$ cat config.mk
export PLATFORM = sky130hd
export DESIGN_NAME = me_input_feeder
export DESIGN_NICKNAME = d
export VERILOG_FILES = /design/src/rtl/me_input_feeder.sv
export SDC_FILE = /design/constraint.sdc
export NUM_CORES = 1
export LEC_CHECK = 0
export ABC_AREA = 1
export CAP_MARGIN = 10
export CORE_ASPECT_RATIO = 0.5
export CORE_UTILIZATION = 25
export CTS_BUF_LIST = sky130_fd_sc_hd__clkbuf_16
export CTS_CLUSTER_DIAMETER = 100
export DETAILED_ROUTE_END_ITERATION = 6
export SLEW_MARGIN = 0
export SYNTH_ARGS = -nofsm -noshare
export SYNTH_HDL_FRONTEND = slang
export SYNTH_SLANG_ARGS = --single-unit
$ cat constraint.sdc
create_clock -name clk -period 1.8 [get_ports clk]
set_input_delay 0.45 -clock clk [delete_from_list [all_inputs] [get_ports clk]]
set_output_delay 0.45 -clock clk [all_outputs]
set_load 0.02 [all_outputs]
$ cat src/rtl/me_input_feeder.sv
// me_input_feeder: walks the reference search strips and the current block
// out of their SRAMs and streams them, row-aligned, into the ME input buffer.
// Read requests are issued one row per cycle. Request side-band flags ride a
// single delay stage alongside the SRAM latency, and the stream leaves
// through one more register.
module me_input_feeder #(
  parameter int BLK_ROWS = 16,
  parameter int SR_ROWS  = 32,
  parameter int STRIPS   = 4,
  parameter int REF_AW   = 7
) (
  input  logic              clk,
  input  logic              rst,
  input  logic              start_i,
  output logic              busy_o,
  output logic              done_o,
  output logic              cur_rd_o,
  output logic [3:0]        cur_addr_o,
  input  logic [31:0]       cur_data_i,
  output logic              ref_rd_o,
  output logic [REF_AW-1:0] ref_addr_o,
  input  logic [63:0]       ref_data_i,
  output logic              en_o,
  output logic              first_o,
  output logic [31:0]       cur_o,
  output logic [63:0]       ref_o
);

  localparam int RW = (SR_ROWS > 1) ? $clog2(SR_ROWS) : 1;
  localparam int SW = (STRIPS > 1) ? $clog2(STRIPS) : 1;
  localparam logic [RW-1:0] ROW_LAST   = RW'(SR_ROWS - 1);
  localparam logic [SW-1:0] STRIP_LAST = SW'(STRIPS - 1);

  typedef enum logic [1:0] {IDLE, RUN, DRAIN, DONE} state_t;

  state_t              state_q, state_d;
  logic [RW-1:0]       row_q, row_d;
  logic [SW-1:0]       strip_q, strip_d;
  logic                drn_q, drn_d;

  // Issue-stage registers: these are the SRAM request outputs.
  logic                busy_q, busy_d;
  logic                done_q, done_d;
  logic                cur_rd_q, cur_rd_d;
  logic [3:0]          cur_addr_q, cur_addr_d;
  logic                ref_rd_q, ref_rd_d;
  logic [REF_AW-1:0]   ref_addr_q, ref_addr_d;
  logic                row0_q, row0_d;

  // Delay stage, lined up with the cycle the SRAM data is valid.
  logic                ref_vld_q, ref_vld_d;
  logic                cur_vld_q, cur_vld_d;
  logic                row0_dly_q, row0_dly_d;

  // Output stream registers.
  logic                en_q, en_d;
  logic                first_q, first_d;
  logic [31:0]         cur_q, cur_d;
  logic [63:0]         ref_q, ref_d;

  logic                issue;
  logic [31:0]         row_ext, strip_ext, addr_full;

  // Next state, counters, and the registered outputs derived from the next state.
  always_comb begin
    state_d   = state_q;
    row_d     = row_q;
    strip_d   = strip_q;
    drn_d     = drn_q;
    case (state_q)
      IDLE: begin
        if (start_i) begin
          state_d = RUN;
          row_d   = '0;
          strip_d = '0;
        end
      end
      RUN: begin
        if (row_q == ROW_LAST) begin
          row_d = '0;
          if (strip_q == STRIP_LAST) begin
            state_d = DRAIN;
            strip_d = '0;
            drn_d   = 1'b0;
          end else begin
            strip_d = strip_q + 1'b1;
          end
        end else begin
          row_d = row_q + 1'b1;
        end
      end
      DRAIN: begin
        // Two cycles, covering the SRAM and output register latency.
        if (drn_q) state_d = DONE;
        else       drn_d   = 1'b1;
      end
      default: state_d = IDLE;
    endcase

    issue      = (state_d == RUN);
    row_ext    = 32'(row_d);
    strip_ext  = 32'(strip_d);
    addr_full  = strip_ext * 32'(SR_ROWS) + row_ext;

    busy_d     = (state_d != IDLE);
    done_d     = (state_d == DONE);
    ref_rd_d   = issue;
    ref_addr_d = issue ? addr_full[REF_AW-1:0] : '0;
    cur_rd_d   = issue && (row_ext < 32'(BLK_ROWS));
    cur_addr_d = cur_rd_d ? row_ext[3:0] : 4'd0;
    row0_d     = issue && (row_d == '0);

    ref_vld_d  = ref_rd_q;
    cur_vld_d  = cur_rd_q;
    row0_dly_d = row0_q;

    en_d       = ref_vld_q;
    first_d    = ref_vld_q && row0_dly_q;
    ref_d      = ref_vld_q ? ref_data_i : 64'd0;
    // Rows past the current block carry zeros in the cur lane.
    cur_d      = (ref_vld_q && cur_vld_q) ? cur_data_i : 32'd0;
  end

  // All state; a reset drops the in-flight pipeline so nothing further is streamed.
  always_ff @(posedge clk) begin
    if (rst) begin
      state_q    <= IDLE;
      row_q      <= '0;
      strip_q    <= '0;
      drn_q      <= 1'b0;
      busy_q     <= 1'b0;
      done_q     <= 1'b0;
      cur_rd_q   <= 1'b0;
      cur_addr_q <= 4'd0;
      ref_rd_q   <= 1'b0;
      ref_addr_q <= '0;
      row0_q     <= 1'b0;
      ref_vld_q  <= 1'b0;
      cur_vld_q  <= 1'b0;
      row0_dly_q <= 1'b0;
      en_q       <= 1'b0;
      first_q    <= 1'b0;
      cur_q      <= 32'd0;
      ref_q      <= 64'd0;
    end else begin
      state_q    <= state_d;
      row_q      <= row_d;
      strip_q    <= strip_d;
      drn_q      <= drn_d;
      busy_q     <= busy_d;
      done_q     <= done_d;
      cur_rd_q   <= cur_rd_d;
      cur_addr_q <= cur_addr_d;
      ref_rd_q   <= ref_rd_d;
      ref_addr_q <= ref_addr_d;
      row0_q     <= row0_d;
      ref_vld_q  <= ref_vld_d;
      cur_vld_q  <= cur_vld_d;
      row0_dly_q <= row0_dly_d;
      en_q       <= en_d;
      first_q    <= first_d;
      cur_q      <= cur_d;
      ref_q      <= ref_d;
    end
  end

  assign busy_o     = busy_q;
  assign done_o     = done_q;
  assign cur_rd_o   = cur_rd_q;
  assign cur_addr_o = cur_addr_q;
  assign ref_rd_o   = ref_rd_q;
  assign ref_addr_o = ref_addr_q;
  assign en_o       = en_q;
  assign first_o    = first_q;
  assign cur_o      = cur_q;
  assign ref_o      = ref_q;

endmodule

==> impl_metrics.ini <==
[power_and_ir_drop]
p_sw_mw = 1.471
combinationalPowerShare_pct = 8.8
power_frac_seq_pct = 44.4
clkPwrFrac_pct = 46.9
switching_share_pct = 22.53
vdd.ir_drop.worst_v = 0.0007215
powerDensity_nw_per_um2 = 922.9
intPower_mw = 5.058
leakagePower_nw = 4.335

[sta]
tightest_slew_ns = 0.2873
timing.hold.ws_ns = 0.4172
max_freq_mhz = 568.5
slew_viol_final = 0
skew_ns = 0.01001
rsz0062_at_grt = true
relSlewSlack_pct = 80.81
tns_ns = 0
setup-violations-final = 0
layout_min_cycle_time_ns = 1.759
finalCritPeriodShare_pct = 97.71
hold_viol = 0

[drt]
vias_per_cell = 3.624
drt_wl_total_um = 10660
vias = 3283
wl_per_cell_um = 11.77
drt-initial-drc-count = 123
ant_nets = 0
drc_errors = 0
first_pass_iters = 5

[layout]
nFillCells = 1504
drive_gt1_share_pct = 8.832
utilization_pct = 45.66
area_delta_synth_final_pct = 77.02
diodes = 0
nNetsFinal = 797

[clocking]
cts_tree = yes
path_clk_slew_ns = 0.06
cts_sinks = 127
cts_buffers = 17
ctsHtreeMaxLevel = 4
clockRootBuffer = clkbuf_16
holdBufCountCts = 0
clockBufferDepth = 2
clkLatencyLatePin_ns = 0.40

[global_route]
antenna_found_initial = 0
grt_remaining_overflow = 0
grt_pass1_vias = 3200
grt_max_degree = 65
grt_pass1_wl_um = 16860
grt_usage_pct = 13.48

[synthesis]
synth.area.top_cells = dfxtp_1 (64%), inv_1 (12%), nor2_1 (11%)
seq_area_frac_synth_pct = 63.62
ys_top_cells_by_count = dfxtp_1 (127), inv_1 (126), nor2_1 (121), nand2_1 (30), buf_2 (10)
ys_types = 23
synth_edf_count = 0
ys_ff_latch = 127
yosysTopAreaCell = dfxtp_1
synth_cells = 462
avgSynthCellArea_um2 = 8.650
yosys_warnings = 0
syn_nets = 570
synth_most_common_cell = dfxtp_1
async_flop_share_pct = 0
syn_area_um2 = 3996
synth_top_cell_area_share_pct = 63.62
synth_flop_cell = dfxtp_1

[die]
initial_core_util_pct = 25.79
die_w_um = 180.8
rows = 32
io_pins = 212
core_um2 = 15490
dieArea_um2 = 16530
die_h_um = 91.40

[worst_setup_path]
critical_path.top_delay_family = buffers and inverters
critPathMaxStageDelay_ns = 0.61
critPathKind = reg -> out
crit_chain = clkdlybuf4s50_1
cp-end-kind = output pin
cp_slowest_cell = clkdlybuf4s50_1
crit_fanout = 1
crit_buf_inv = 1
arrival_ns = 1.31
rr_worst_depth = 9
r2r_slack_ns = 0.15
required_ns = 1.35
regToRegEndpoint = cur_addr_o[0]
start_kind = flip-flop
worstReg2RegStart = row_q[0]

[outcome]
run_status = completed

[placement]
place_congestion = 0.8031
portBuffers = 211
place_hpwl_um = 8153

[worst_hold_path]
hp-class = reg -> reg
min_from = cur_rd_o
holdPathStages = 2
worstHoldEndpoint = cur_vld_q

[job]
maxCapViolCount = 0
-- routing by layer --
metal / up-vias / routed length, um / track usage [%] / share of wire (%)
li1: 1753 / - / - / -
met1: 1462 / 4353 / 14.72 / 41
met2: 53 / 5799 / 24.52 / 54
met3: 15 / 338 / 4.051 / 3.2
met4: 0 / 169 / 5.342 / 1.6
met5: - / 0 / 0 / 0
-- how the worst max path moves through the flow --
stage	start	end	slack, ns	cells past startpoint
final	cur_o[9]	cur_o[9]	0.04	1
after global routing	row_q[0]	row0_dly_d	-0.02	9
after CTS	ref_o[24]	ref_o[24]	0.0002	1
after detailed placement	start_i	ref_addr_o[0]	-0.003	7
after global placement	start_i	cur_addr_o[0]	0.03	7
after floorplan	row_q[0]	row0_dly_d	0.28	11
-- sequential cells by signal, indices dropped and copies added, names as in the netlist, 2 cells and up --
name,flops
ref_addr_o,7
ref_o,64
row_q,5
cur_addr_o,4
cur_o,32
state_q,2
strip_q,2
-- what timing repair did --
item                       in CTS  in global routing
setup endpoints to repair      13                 70
gates resized for setup        13                 67
buffers inserted                0                  2
cloned                          0                  0
pin swaps                       0                  5
-- power by group through the flow --
stage          clock network (mW)  logic, mW  registers, mW
2_1_floorplan                   0      0.161           3.02
3_5_place_dp                    0      0.585           2.96
4_1_cts                      3.17      0.583           2.90
6_report                     3.06      0.572           2.90
5_1_grt                      3.30      0.632           2.90
3_3_place_gp                    0      0.581           2.96
-- metrics by stage --
stage	cell area, um2	power (mW)	std cells	setup WS (ns)
4_1_cts	6894	6.646	904	0.0002008
2_1_floorplan	3996	3.180	462	0.2788
3_3_place_gp	6379	3.537	872	0.02682
3_5_place_dp	6379	3.542	872	-0.003047
5_1_grt	7074	6.830	906	-0.02312
6_report	7074	6.529	906	0.04114
-- cells in the final DEF (no fill, tap or decap), types with 2 or more instances in the layout --
cell             instances
dlymetal6s2s_1          56
clkbuf_16               17
nand4_1                  3
dlygate4sd2_1           13
buf_4                    7
dfxtp_2                  2
clkinv_4                 2
nand3_1                  7
nor2_4                   3
clkinvlp_4               2
clkinv_2                 5
ha_2                     3
nor2_1                 120
ha_1                     6
a21oi_1                  2
nand2_2                  6
clkdlybuf4s50_1        142
nand3_2                  2
inv_1                  127
buf_12                   2
inv_2                    2
dfxtp_1                125
o21ai_0                  7
nor2_2                   5
clkinv_1                 3
nand2_1                 26
-- kinds of logic (layout without fill, tap and decap cells) --
| group | count (synthesis) | count (layout) | share of synthesized area, % |
|---|---|---|---|
| AO/OA/AOI/OAI | 10 | 10 | 1.284 |
| AND/OR/NAND/NOR | 176 | 176 | 18.57 |
| adder cells (fa/ha/maj) | 9 | 9 | 2.818 |
| buffers and inverters | 140 | 380 | 13.71 |
| flip-flops | 127 | 127 | 63.62 |
-- layout make-up --
type	instances	area, um2	share of cell area [%]
clock buffers	17	425.4	6.013
clock inverters	15	106.4	1.503
inverters	128	483.0	6.827
multi-input cells	195	930.9	13.16
flip-flops and latches	127	2545	35.97
well taps	204	255.2	3.608
repair buffers	220	2328	32.91
Note: power is estimated with default switching activity, not from simulation.
